File: src/rtl/tick_pwm_pkg.sv
// ============================================================================
// Module : tick_pwm_pkg
// Brief  : Shared types and elaboration helpers for the tick-stepped PWM.
// Rev    : 1.0  initial release
// ============================================================================
`default_nettype none

package tick_pwm_pkg;

  typedef enum logic {
    DIR_UP   = 1'b0,
    DIR_DOWN = 1'b1
  } dir_t;

  localparam int c_PERIOD_MIN = 2;

  // PERIOD-1 must be representable in the W-bit counter.
  function automatic bit period_fits(input int period, input int width);
    return (period >= c_PERIOD_MIN) && (period <= (1 << width));
  endfunction

endpackage

`default_nettype wire

File: src/rtl/tick_pwm_if.sv
// ============================================================================
// Module : tick_pwm_if
// Brief  : Duty-update valid/ready channel into the PWM shadow register.
// Rev    : 1.0  initial release
// ============================================================================
`default_nettype none

interface tick_pwm_if #(
  parameter int W = 8
) ();
  logic [W-1:0] duty_in;
  logic         duty_valid;
  logic         duty_ready;

  modport master (output duty_in, output duty_valid, input  duty_ready);
  modport slave  (input  duty_in, input  duty_valid, output duty_ready);
endinterface

`default_nettype wire

File: src/rtl/tick_pwm_edge_tick.sv
// ============================================================================
// Module : edge_tick
// Brief  : Rising-edge detector turning clk_div into one-cycle clk_in ticks.
// Rev    : 1.0  initial release
// ============================================================================
`default_nettype none

module edge_tick (
  input  wire logic clk_in,
  input  wire logic rst_n,
  input  wire logic clk_div,
  output logic      tick
);

  logic r_clk_div_q;

  // Resetting high suppresses a false edge when clk_div is already high.
  always_ff @(posedge clk_in) begin
    if (!rst_n) r_clk_div_q <= 1'b1;
    else        r_clk_div_q <= clk_div;
  end

  assign tick = clk_div & ~r_clk_div_q;

endmodule

`default_nettype wire

File: src/rtl/tick_pwm.sv
// ============================================================================
// Module : tick_pwm
// Brief  : Tick-stepped PWM with shadowed duty updates applied at period wrap.
//          Define TICK_PWM_CENTER_EN for center-aligned (up/down) counting.
// Rev    : 1.0  initial release
// ============================================================================
`default_nettype none

module tick_pwm
  import tick_pwm_pkg::*;
#(
  parameter int           W        = 8,
  parameter int           PERIOD   = 200,
  parameter logic [W-1:0] DUTY_RST = '0
) (
  input  wire logic       clk_in,
  input  wire logic       rst_n,
  input  wire logic       clk_div,
  input  wire logic       en,
  tick_pwm_if.slave       duty_if,
  output logic            pwm_out,
  output logic            period_end
);

  localparam logic [W-1:0] c_CNT_LAST = W'(PERIOD - 1);
  localparam logic [W-1:0] c_ONE      = W'(1);

  if (!period_fits(PERIOD, W)) begin : g_bad_period
    $error("tick_pwm: PERIOD out of range for W");
  end

  logic         w_tick;
  logic         w_wrap;
  logic [W-1:0] r_cnt;
  logic [W-1:0] w_cnt_nxt;
  logic [W-1:0] r_shadow;
  logic [W-1:0] r_duty_act;
  logic         r_pending;
  logic         w_accept;
  logic         w_apply;

  edge_tick u_edge_tick (
    .clk_in  (clk_in),
    .rst_n   (rst_n),
    .clk_div (clk_div),
    .tick    (w_tick)
  );

`ifdef TICK_PWM_CENTER_EN
  dir_t r_dir;
  dir_t w_dir_nxt;

  always_ff @(posedge clk_in) begin
    if (!rst_n) begin
      r_cnt <= '0;
      r_dir <= DIR_UP;
    end else begin
      r_cnt <= w_cnt_nxt;
      r_dir <= w_dir_nxt;
    end
  end

  always_comb begin
    w_cnt_nxt = r_cnt;
    w_dir_nxt = r_dir;
    w_wrap    = 1'b0;
    if (!en) begin
      w_cnt_nxt = '0;
      w_dir_nxt = DIR_UP;
    end else if (w_tick) begin
      case (r_dir)
        DIR_UP: begin
          if (r_cnt == c_CNT_LAST) begin
            // With PERIOD=2 the top step is also the 1->0 wrap.
            if (PERIOD == 2) begin
              w_cnt_nxt = '0;
              w_wrap    = 1'b1;
            end else begin
              w_cnt_nxt = c_CNT_LAST - c_ONE;
              w_dir_nxt = DIR_DOWN;
            end
          end else begin
            w_cnt_nxt = r_cnt + c_ONE;
          end
        end
        DIR_DOWN: begin
          w_cnt_nxt = r_cnt - c_ONE;
          if (r_cnt == c_ONE) begin
            w_wrap    = 1'b1;
            w_dir_nxt = DIR_UP;
          end
        end
        default: begin
          w_cnt_nxt = '0;
          w_dir_nxt = DIR_UP;
        end
      endcase
    end
  end
`else
  always_ff @(posedge clk_in) begin
    if (!rst_n) r_cnt <= '0;
    else        r_cnt <= w_cnt_nxt;
  end

  always_comb begin
    w_cnt_nxt = r_cnt;
    w_wrap    = 1'b0;
    if (!en) begin
      w_cnt_nxt = '0;
    end else if (w_tick) begin
      if (r_cnt == c_CNT_LAST) begin
        w_cnt_nxt = '0;
        w_wrap    = 1'b1;
      end else begin
        w_cnt_nxt = r_cnt + c_ONE;
      end
    end
  end
`endif

  // Accept needs pending=0 and apply needs pending=1, so a transfer landing on
  // a wrap cycle naturally waits for the following boundary.
  assign w_accept           = duty_if.duty_valid && !r_pending;
  assign w_apply            = r_pending && (w_wrap || !en);
  assign duty_if.duty_ready = ~r_pending;

  always_ff @(posedge clk_in) begin
    if (!rst_n) begin
      r_shadow   <= '0;
      r_pending  <= 1'b0;
      r_duty_act <= DUTY_RST;
      pwm_out    <= 1'b0;
      period_end <= 1'b0;
    end else begin
      if (w_accept) begin
        r_shadow  <= duty_if.duty_in;
        r_pending <= 1'b1;
      end else if (w_apply) begin
        r_duty_act <= r_shadow;
        r_pending  <= 1'b0;
      end
      pwm_out    <= en && (r_cnt < r_duty_act);
      period_end <= w_wrap;
    end
  end

endmodule

`default_nettype wire
File: src/flat_wrapper.sv
// flat-port wrapper written by rule: the top's interface ports become plain ports
module tick_pwm_flat import tick_pwm_pkg::*;
#(
  parameter int           W        = 8,
  parameter int           PERIOD   = 200,
  parameter logic [W-1:0] DUTY_RST = '0
)
  (clk_in, rst_n, clk_div, en, pwm_out, period_end, duty_if_duty_in, duty_if_duty_valid, duty_if_duty_ready);
  tick_pwm_if #(.W(W)) duty_if_i ();
  input  wire logic clk_in;
  input  wire logic rst_n;
  input  wire logic clk_div;
  input  wire logic en;
  output logic pwm_out;
  output logic period_end;
  input wire logic [$bits(duty_if_i.duty_in)-1:0] duty_if_duty_in;
  input wire logic [$bits(duty_if_i.duty_valid)-1:0] duty_if_duty_valid;
  output wire logic [$bits(duty_if_i.duty_ready)-1:0] duty_if_duty_ready;
  assign duty_if_i.duty_in = duty_if_duty_in;
  assign duty_if_i.duty_valid = duty_if_duty_valid;
  assign duty_if_duty_ready = duty_if_i.duty_ready;
  tick_pwm #(.W(W), .PERIOD(PERIOD), .DUTY_RST(DUTY_RST)) u_core (.clk_in(clk_in), .rst_n(rst_n), .clk_div(clk_div), .en(en), .duty_if(duty_if_i), .pwm_out(pwm_out), .period_end(period_end));
endmodule
File: config.mk
export PLATFORM = sky130hd
export DESIGN_NAME = tick_pwm_flat
export DESIGN_NICKNAME = d
export VERILOG_FILES = /design/src/rtl/tick_pwm_pkg.sv /design/src/rtl/tick_pwm_if.sv /design/src/rtl/tick_pwm_edge_tick.sv /design/src/rtl/tick_pwm.sv /design/src/flat_wrapper.sv
export SDC_FILE = /design/constraint.sdc
export NUM_CORES = 1
export LEC_CHECK = 0
export CAP_MARGIN = 20
export CORE_AREA = 5 5 74 49
export DETAILED_ROUTE_END_ITERATION = 16
export DIE_AREA = 0 0 79 54
export MAX_ROUTING_LAYER = met4
export PLACE_DENSITY_LB_ADDON = 0.15
export SLEW_MARGIN = 10
export SYNTH_ARGS = -nofsm -noshare
export SYNTH_HDL_FRONTEND = slang
export SYNTH_HIERARCHICAL = 1
export SYNTH_SLANG_ARGS = --single-unit
File: constraint.sdc
create_clock -name clk_in -period 4.1 [get_ports clk_in]
set_clock_uncertainty 0.05 [all_clocks]
set_input_delay 0.82 -clock clk_in [delete_from_list [all_inputs] [get_ports clk_in]]
set_output_delay 0.82 -clock clk_in [all_outputs]
set_load 0.02 [all_outputs]
==> Word-level counts from Yosys, hierarchy flattened <==
Cells that the tools add are included.
{ "totals": {"word_cells": 29, "ff_bits": 28, "output_inout_bits": 3, "input_bits": 13} }
{ "classes": {"bitwise_logic": 4, "reduce_logical": 9, "n_eq_ne": 1, "n_mux": 6, "magnitude_cmp": 1, "add_sub_neg": 1} }
{ "ops": {"columns": ["cell", "n"], "rows": [
  ["8-bit by 1-bit adder with 8-bit output (second input constant)", 1],
  ["8-bit equality test (second input constant)", 1],
  ["8-bit less-than comparator", 1],
  ["8-bit two-way mux", 1],
  ["1-bit two-way mux", 5],
  ["2-bit AND reduction", 2],
  ["1-bit logical AND", 3],
  ["1-bit inverter", 3],
  ["1-bit logical NOT", 2],
  ["2-bit nonzero test", 1],
  ["1-bit AND", 1],
  ["1-bit logical OR", 1]
]} }

==> Longest topological paths before layout <==
Gate-level depths: netlist of run 1.
{ "logic_depth": {"word_depth": 8, "mapped_depth": 6, "depth_no_buf": 5} }

==> By module <==
Netlist of run 1, hierarchy kept.
{ "by_module_without_submodules": {"columns": ["module", "n_inst", "seq_area_each_um2", "cells_per_inst", "area_per_inst_um2"], "rows": [
  ["tick_pwm", 1, 540.5, 170, 1451.4],
  ["edge_tick", 1, 20.0, 3, 40.0]
]} }

==> Worst setup path before layout of run 1 <==
OpenSTA, ideal clock, no wires.
{ "synth_path": {"path_type": "input -> register", "startpoint": "input port clk_div", "endpoint": "register u_core.r_duty_act[0]", "arrival_time_ns": 1.737, "t_required_ns": 3.913, "slack_ns": 2.176, "cell_stages": 6, "n_path_buf": 2, "setup_ns": 0.137, "cell_sequence": "nor2b_4 buf_4 nand3_2 clkbuf_1 o311ai_0 o211ai_1"} }
{ "synth_via": {"elab_chain_len": 6} }
{ "synth_lines": {"columns": ["element", "line", "rtl"], "rows": [
  ["start: declaration", "flat_wrapper.sv:12", "input wire logic clk_div;"],
  ["1-bit AND", "tick_pwm_edge_tick.sv:23", "assign tick = clk_div & ~r_clk_div_q;"],
  ["1-bit two-way mux", "tick_pwm.sv:111", "end else if (w_tick) begin"],
  ["1-bit two-way mux", "tick_pwm.sv:109", "if (!en) begin"],
  ["1-bit logical OR", "tick_pwm.sv:125", "assign w_apply = r_pending && (w_wrap || !en);"],
  ["1-bit logical AND", "tick_pwm.sv:125", null],
  ["2-bit AND reduction (no source line)", null, null],
  ["end signal: assignment", "tick_pwm.sv:140", "r_duty_act <= r_shadow;"],
  ["end: declaration", "tick_pwm.sv:37", "logic [W-1:0] r_duty_act;"]
]} }
No other way between the ends.
A chain may end at the register's enable or synchronous reset.

==> Worst setup path in the final report of run 1 <==
{ "layout_path": {"startpoint": "register u_core.r_pending", "endpoint": "output port duty_if_duty_ready"} }
{ "layout_via": {"elab_chain_len": 1} }
{ "layout_lines": {"columns": ["element", "line", "rtl"], "rows": [
  ["start: declaration", "tick_pwm.sv:38", "logic r_pending;"],
  ["start signal: assignment", "tick_pwm.sv:131", "r_pending <= 1'b0;"],
  ["start signal: assignment", "tick_pwm.sv:138", "r_pending <= 1'b1;"],
  ["start signal: assignment", "tick_pwm.sv:141", "r_pending <= 1'b0;"],
  ["1-bit inverter", "tick_pwm.sv:126", "assign duty_if.duty_ready = ~r_pending;"],
  ["end: declaration", "flat_wrapper.sv:18", "output wire logic [$bits(duty_if_i.duty_ready)-1:0] duty_if_duty_ready;"]
]} }
No other way between the ends.

==> metrics.txt, run 1 <==
status completed; Netlist cell types 36; Compound-Gate Fraction of Synth Area a little under a quarter; top cells by area, synth dfxtp_1 38%, ha_1 6.7%, o311ai_0 5.3%; final instance area 1680 µm²; FF+latch count, synth 28; setup TNS 0 ns; pin count of the biggest net entering global routing 30; clock-pin slew on the worst setup and hold paths 0.09 ns; yosys warns 6; Ports 16; Port Buffers 15; Worst-Skew Late Latency between 0.2 and 0.3 ns; vias in the first global route 1151; CP Cell Sequence inv_1 > clkdlybuf4s50_1; core area 2980 µm²; Final min period 2.64 ns; largest family of logic cells by synthesized area simple AND/OR/NAND/NOR gates; CTS Sinks 28; Comb pwr share 9.5%; internal power roughly 390 µW; CTS resizes 0; CP max stage cell dfxtp_1; Final Hold Fails 0; fin util a little under three fifths; Iteration-0 DRC Markers just over 90; routed vias/inst ~5.8; crit-path max cell delay between 0.8 and 0.9 ns; final period utilization 64.5%; Arr. time, crit path between 1.5 and 2 ns; Critical Path Fanout Max 28; clk buf depth 2; post-route ant nets 0; std cell rows 16; fin. max-slew vios 0; Simple-Gate Fraction of Synth Area 23.3%; sw frac 23.4%; Wirelength per Cell 14.7 µm; Post-Synth XOR/XNOR Area 2.35%; Root Buffer clkbuf_8; Post-Synthesis Cells 173; ANT cells 0; Die Span Y 54 µm; max_slew headroom 47.3%; placed cell areas ~1600 µm²; grt total ovfl 0; drt pass-1 iters 4; CP Launch Type flip-flop; most common cell in the netlist dfxtp_1; Min-Delay Path Class flip-flop to flip-flop; Post-DP HPWL 2300 µm; Post-CTS Setup Repair Bufs 0; Detailed Route WL 3150 µm; Post-Syn Nets 194; adder-cell share of the synthesized area 6.71%; DIE AREA about 4300 µm²; DR DRC count 0; FMAX 378 MHz; area share of the leading cell type in the synthesized netlist 37.6%; VDD IR max ~0.22 mV; cell leakage power 0.000585 µW; Clock Power Share 33.6%; Die W slightly below 80 µm; mux cell area share after synthesis less than 1%; Synth Cell Area 1490 µm²; layout cells sized above 1 4.49%; Worst Path Required 3.23 ns; global-route wire length before repair 5260 µm; H-Tree Depth 1; Synth-to-Final Area Change 12.9%; Synth top cells by count 28 x dfxtp_1, 19 x nand2_1; hold_buf cts 0; Buf/Inv on CP 2; CTS tree yes; total CTS buffers 3; EDFF count, synth 0; RSZ-0062 raised after global routing false; Seq pwr share 56.9%; MaxCap Viol Count 0; initial antenna violation count 0; Worst Max-Slew Pin Slew 0.789 ns; crit-path leading delay family flip-flops; gr usage total about 16%; Post-synth ARST share 0%; Worst Setup End Kind output pin; Synth area leader dfxtp_1; kind of critical path flip-flop to output pin; Filler cells 257; final setup fails 0; Avg Synthesized Cell Area 8.62 µm²; GP Congestion 0.777; vias post-DR 1238; Main synth FF type dfxtp_1; Net Switching 120 µW; pwr/cell area 304 nW/µm²; Initial Util 50.0%; Seq/Total Area, Yosys 37.6%; number of nets in the layout 200
## logic make-up (layout without fill, tap and decap cells)
logic type | after synthesis | count (layout)
simple gates | 62 | 62
flops | 28 | 28
fa+ha+maj | 8 | 8
xor+xnor | 4 | 4
mux | 1 | 1
compound gates | 46 | 46
buf+inv | 24 | 29
## power groups by stage
stage | registers (µW) | clock network (µW) | logic [µW]
final | 291 | 172 | 48.4
after global routing | 293 | 185 | 53.5
after CTS | 291 | 177 | 48.5
after detailed placement | 297 | 0 | 48.4
after global placement | 297 | 0 | 46.6
after floorplan | 293 | 0 | 31.9
## cell type report
class | count | area [µm²] | share of cell area (%)
timing repair buffer | 16 | 158 | 9.36
inverter | 9 | 33.8 | 2.01
clock buffer | 4 | 55.1 | 3.27
sequential | 28 | 561 | 33.3
multi-input combinational | 121 | 832 | 49.4
tap | 36 | 45.0 | 2.67
## state kept, by name (all words and copies together) (netlist names)
signal / flops
u_core/r_shadow: 8
u_core/r_duty_act: 8
u_core/period_end: 1
u_core/r_pending: 1
u_core/pwm_out: 1
u_core/u_edge_tick/r_clk_div_q: 1
u_core/r_cnt: 8
## worst paths after layout
kind	slack, ns	cells past startpoint	startpoint	to
max reg2reg	2.29	3	u_core/r_cnt[4]$_SDFFE_PN0P_	u_core/r_duty_act[0]$_SDFFE_PN0P_
min reg2reg	0.44	2	u_core/r_shadow[3]$_SDFFE_PN0P_	u_core/r_shadow[3]$_SDFFE_PN0P_
min	0.44	2	u_core/r_shadow[3]$_SDFFE_PN0P_	u_core/r_shadow[3]$_SDFFE_PN0P_
max	1.46	2	u_core/r_pending$_SDFFE_PN0P_	duty_if_duty_ready
## through the flow
step | hold slack, ns | std cells | worst slack (ns) | total power (µW)
finish | 0.438 | 214 | 1.46 | 511
global route | 0.469 | 214 | 1.27 | 531
global placement | 0.422 | 210 | 1.50 | 343
floorplan | 0.407 | 173 | 2.18 | 324
detailed placement | 0.427 | 210 | 1.40 | 346
CTS | 0.441 | 214 | 1.46 | 517
## tightest hold or removal path: cells and delay by family, from the launching register on
family          cells  cell delay (ns)
compound gates      1             0.06
flops               1             0.33
simple gates        1             0.05
## cells in the final DEF (no fill, tap or decap), types with 3 or more instances in the layout
cell type and count:
nand2_1 19, o21ai_0 3, nand4_1 4, and3b_1 8, or3_1 3, clkbuf_8 4
a21boi_0 9, inv_1 9, nand3_1 9, ha_1 8, clkdlybuf4s50_1 15, nor2_1 8
a31oi_1 8, xor2_1 3, dfxtp_1 28, o211ai_1 8, o311ai_0 9, nand2b_1 3
## metal layers
layer,vias up,GRT usage [%],share of wire [%]
met4,0,3.43,0.54
met5,-,-,0
met2,22,25.6,43
met3,4,4.01,4.3
li1,641,-,-
met1,571,21.1,52
(Power assumes the default switching activity.)
==> run 2: changes to the inputs <==
==> constraint.sdc (replaced) <==
create_clock -name clk_in -period 2.7 [get_ports clk_in]
set_clock_uncertainty 0.05 [all_clocks]
set_input_delay 0.54 -clock clk_in [delete_from_list [all_inputs] [get_ports clk_in]]
set_output_delay 0.54 -clock clk_in [all_outputs]
set_load 0.02 [all_outputs]
==> metrics.txt, run 2 (synthesis gave the netlist of run 1 again) <==
post-route ant nets 0 (unchanged); VDD IR max 0.251 mV (+16%); clock-pin slew on the worst setup and hold paths 0.09 ns (about the same); kind of critical path input pin to flip-flop; Worst Setup End Kind flip-flop; Ports 16 (unchanged); Wirelength per Cell 14.3 µm (-2.6%); clk buf depth 2 (unchanged); Final min period between 2 and 2.5 ns; drt pass-1 iters 4 (unchanged); vias in the first global route 1142 (-0.78%); RSZ-0062 raised after global routing false; Worst Path Required 2.85 ns (-0.38 ns); Synth-to-Final Area Change 13.0% (about the same); Arr. time, crit path 2.27 ns (+0.50 ns); ANT cells 0 (unchanged); pwr/cell area 438 nW/µm² (+44%); final setup fails 0 (unchanged); Port Buffers 15 (unchanged); initial antenna violation count 0 (unchanged); pin count of the biggest net entering global routing 29 (-3.3%); final period utilization between 70% and 80%; CP Launch Type input pin; status completed; MaxCap Viol Count 0 (unchanged); Final Hold Fails 0 (unchanged); Die Span Y 54 µm (unchanged); Root Buffer clkbuf_8; CTS tree yes; layout cells sized above 1 5.03% (+0.53 points); global-route wire length before repair 5320 µm (+1.2%); H-Tree Depth 1 (unchanged); Post-DP HPWL 2290 µm (-0.76%); placed cells 212 (+0.95%); gr usage total 16.3% (+0.20 points); largest registers u_core/r_cnt x8, u_core/r_duty_act x8, u_core/r_shadow x8; highest-count cells in the layout ignoring fill and taps 28 x dfxtp_1, 19 x nand2_1, 15 x clkdlybuf4s50_1; Worst-Skew Late Latency 0.27 ns (about the same); Critical Path Fanout Max 13 (-54%); grt total ovfl 0 (unchanged); CTS Sinks 28 (unchanged); DIE AREA 4270 µm² (unchanged); max_slew headroom 57.1% (+9.7 points); number of nets in the layout 202 (+1.0%); Post-CTS Setup Repair Bufs 0 (unchanged); Initial Util 50.0% (unchanged); hold_buf cts 0 (unchanged); Worst Max-Slew Pin Slew 0.627 ns (-0.161 ns); FMAX 472 MHz; total CTS buffers 3 (unchanged); setup TNS 0 ns (unchanged); std cell rows 16 (unchanged); most common cell after layout, fill and taps aside dfxtp_1; routed vias/inst 5.96 (+3.1%); Die W 79 µm (unchanged); final cell count without fillers 215 (+0.47%); DR DRC count 0 (unchanged); core area 2980 µm² (unchanged); fin. max-slew vios 0 (unchanged); vias post-DR 1282 (+3.6%); GP Congestion 0.814 (+4.8%); Iteration-0 DRC Markers 138 (+52%); Detailed Route WL 3080 µm (-2.2%); cell leakage power 0.000587 µW (+0.42%); CTS resizes 0 (unchanged); Min-Delay Path Class flip-flop to flip-flop
==> run 2: critical path, stage by stage <==
cell and delay (ns):
clkdlybuf4s50_1 0.47, nor2b_4 0.22, nand3_2 0.23, or3_1 0.57
o211ai_1 0.23
==> run 2: metal layers <==
metal / GRT usage (%) / vias up / wire length (µm)
li1: - / 643 / -
met1: 21.5 / 610 / 1570
met2: 25.8 / 27 / 1350
met3: 4.68 / 2 / 155
met4: 2.00 / 0 / 8
met5: - / - / 0
==> run 2: stage by stage <==
step           util, %  area [µm²]  total power [µW]  setup slack [ns]  hold WS (ns)
2_1_floorplan        -        1490               493              1.06         0.407
3_3_place_gp      55.1        1640               524             0.386         0.423
3_5_place_dp      55.1        1640               528             0.306         0.429
4_1_cts           56.5        1690               748             0.590         0.442
5_1_grt           56.5        1690               776             0.463         0.477
6_report          56.5        1690               739             0.580         0.435
==> run 2: area by class of cell <==
| type | instances | area (µm²) |
|---|---|---|
| well taps | 36 | 45.0 |
| inverters | 9 | 33.8 |
| repair buffers | 18 | 173 |
| flip-flops and latches | 28 | 561 |
| fillers | 271 | 1300 |
| multi-input cells | 121 | 832 |
| clock buffers | 3 | 41.3 |
==> run 2: worst paths after layout <==
kind,endpoint,slack (ns),startpoint,cells after the start
worst max register to register,u_core/r_duty_act[2]$_SDFFE_PN0P_,0.90,u_core/r_cnt[4]$_SDFFE_PN0P_,3
worst min register to register,u_core/r_shadow[0]$_SDFFE_PN0P_,0.43,u_core/r_shadow[0]$_SDFFE_PN0P_,2
worst max-delay path,u_core/r_duty_act[2]$_SDFFE_PN0P_,0.58,clk_div,5
worst min-delay path,u_core/r_shadow[0]$_SDFFE_PN0P_,0.43,u_core/r_shadow[0]$_SDFFE_PN0P_,2
==> run 2: power by group <==
part	switching (µW)	internal (µW)	total [µW]
clock network	121	100	221
logic	41.9	40.6	82.5
registers	9.09	426	435
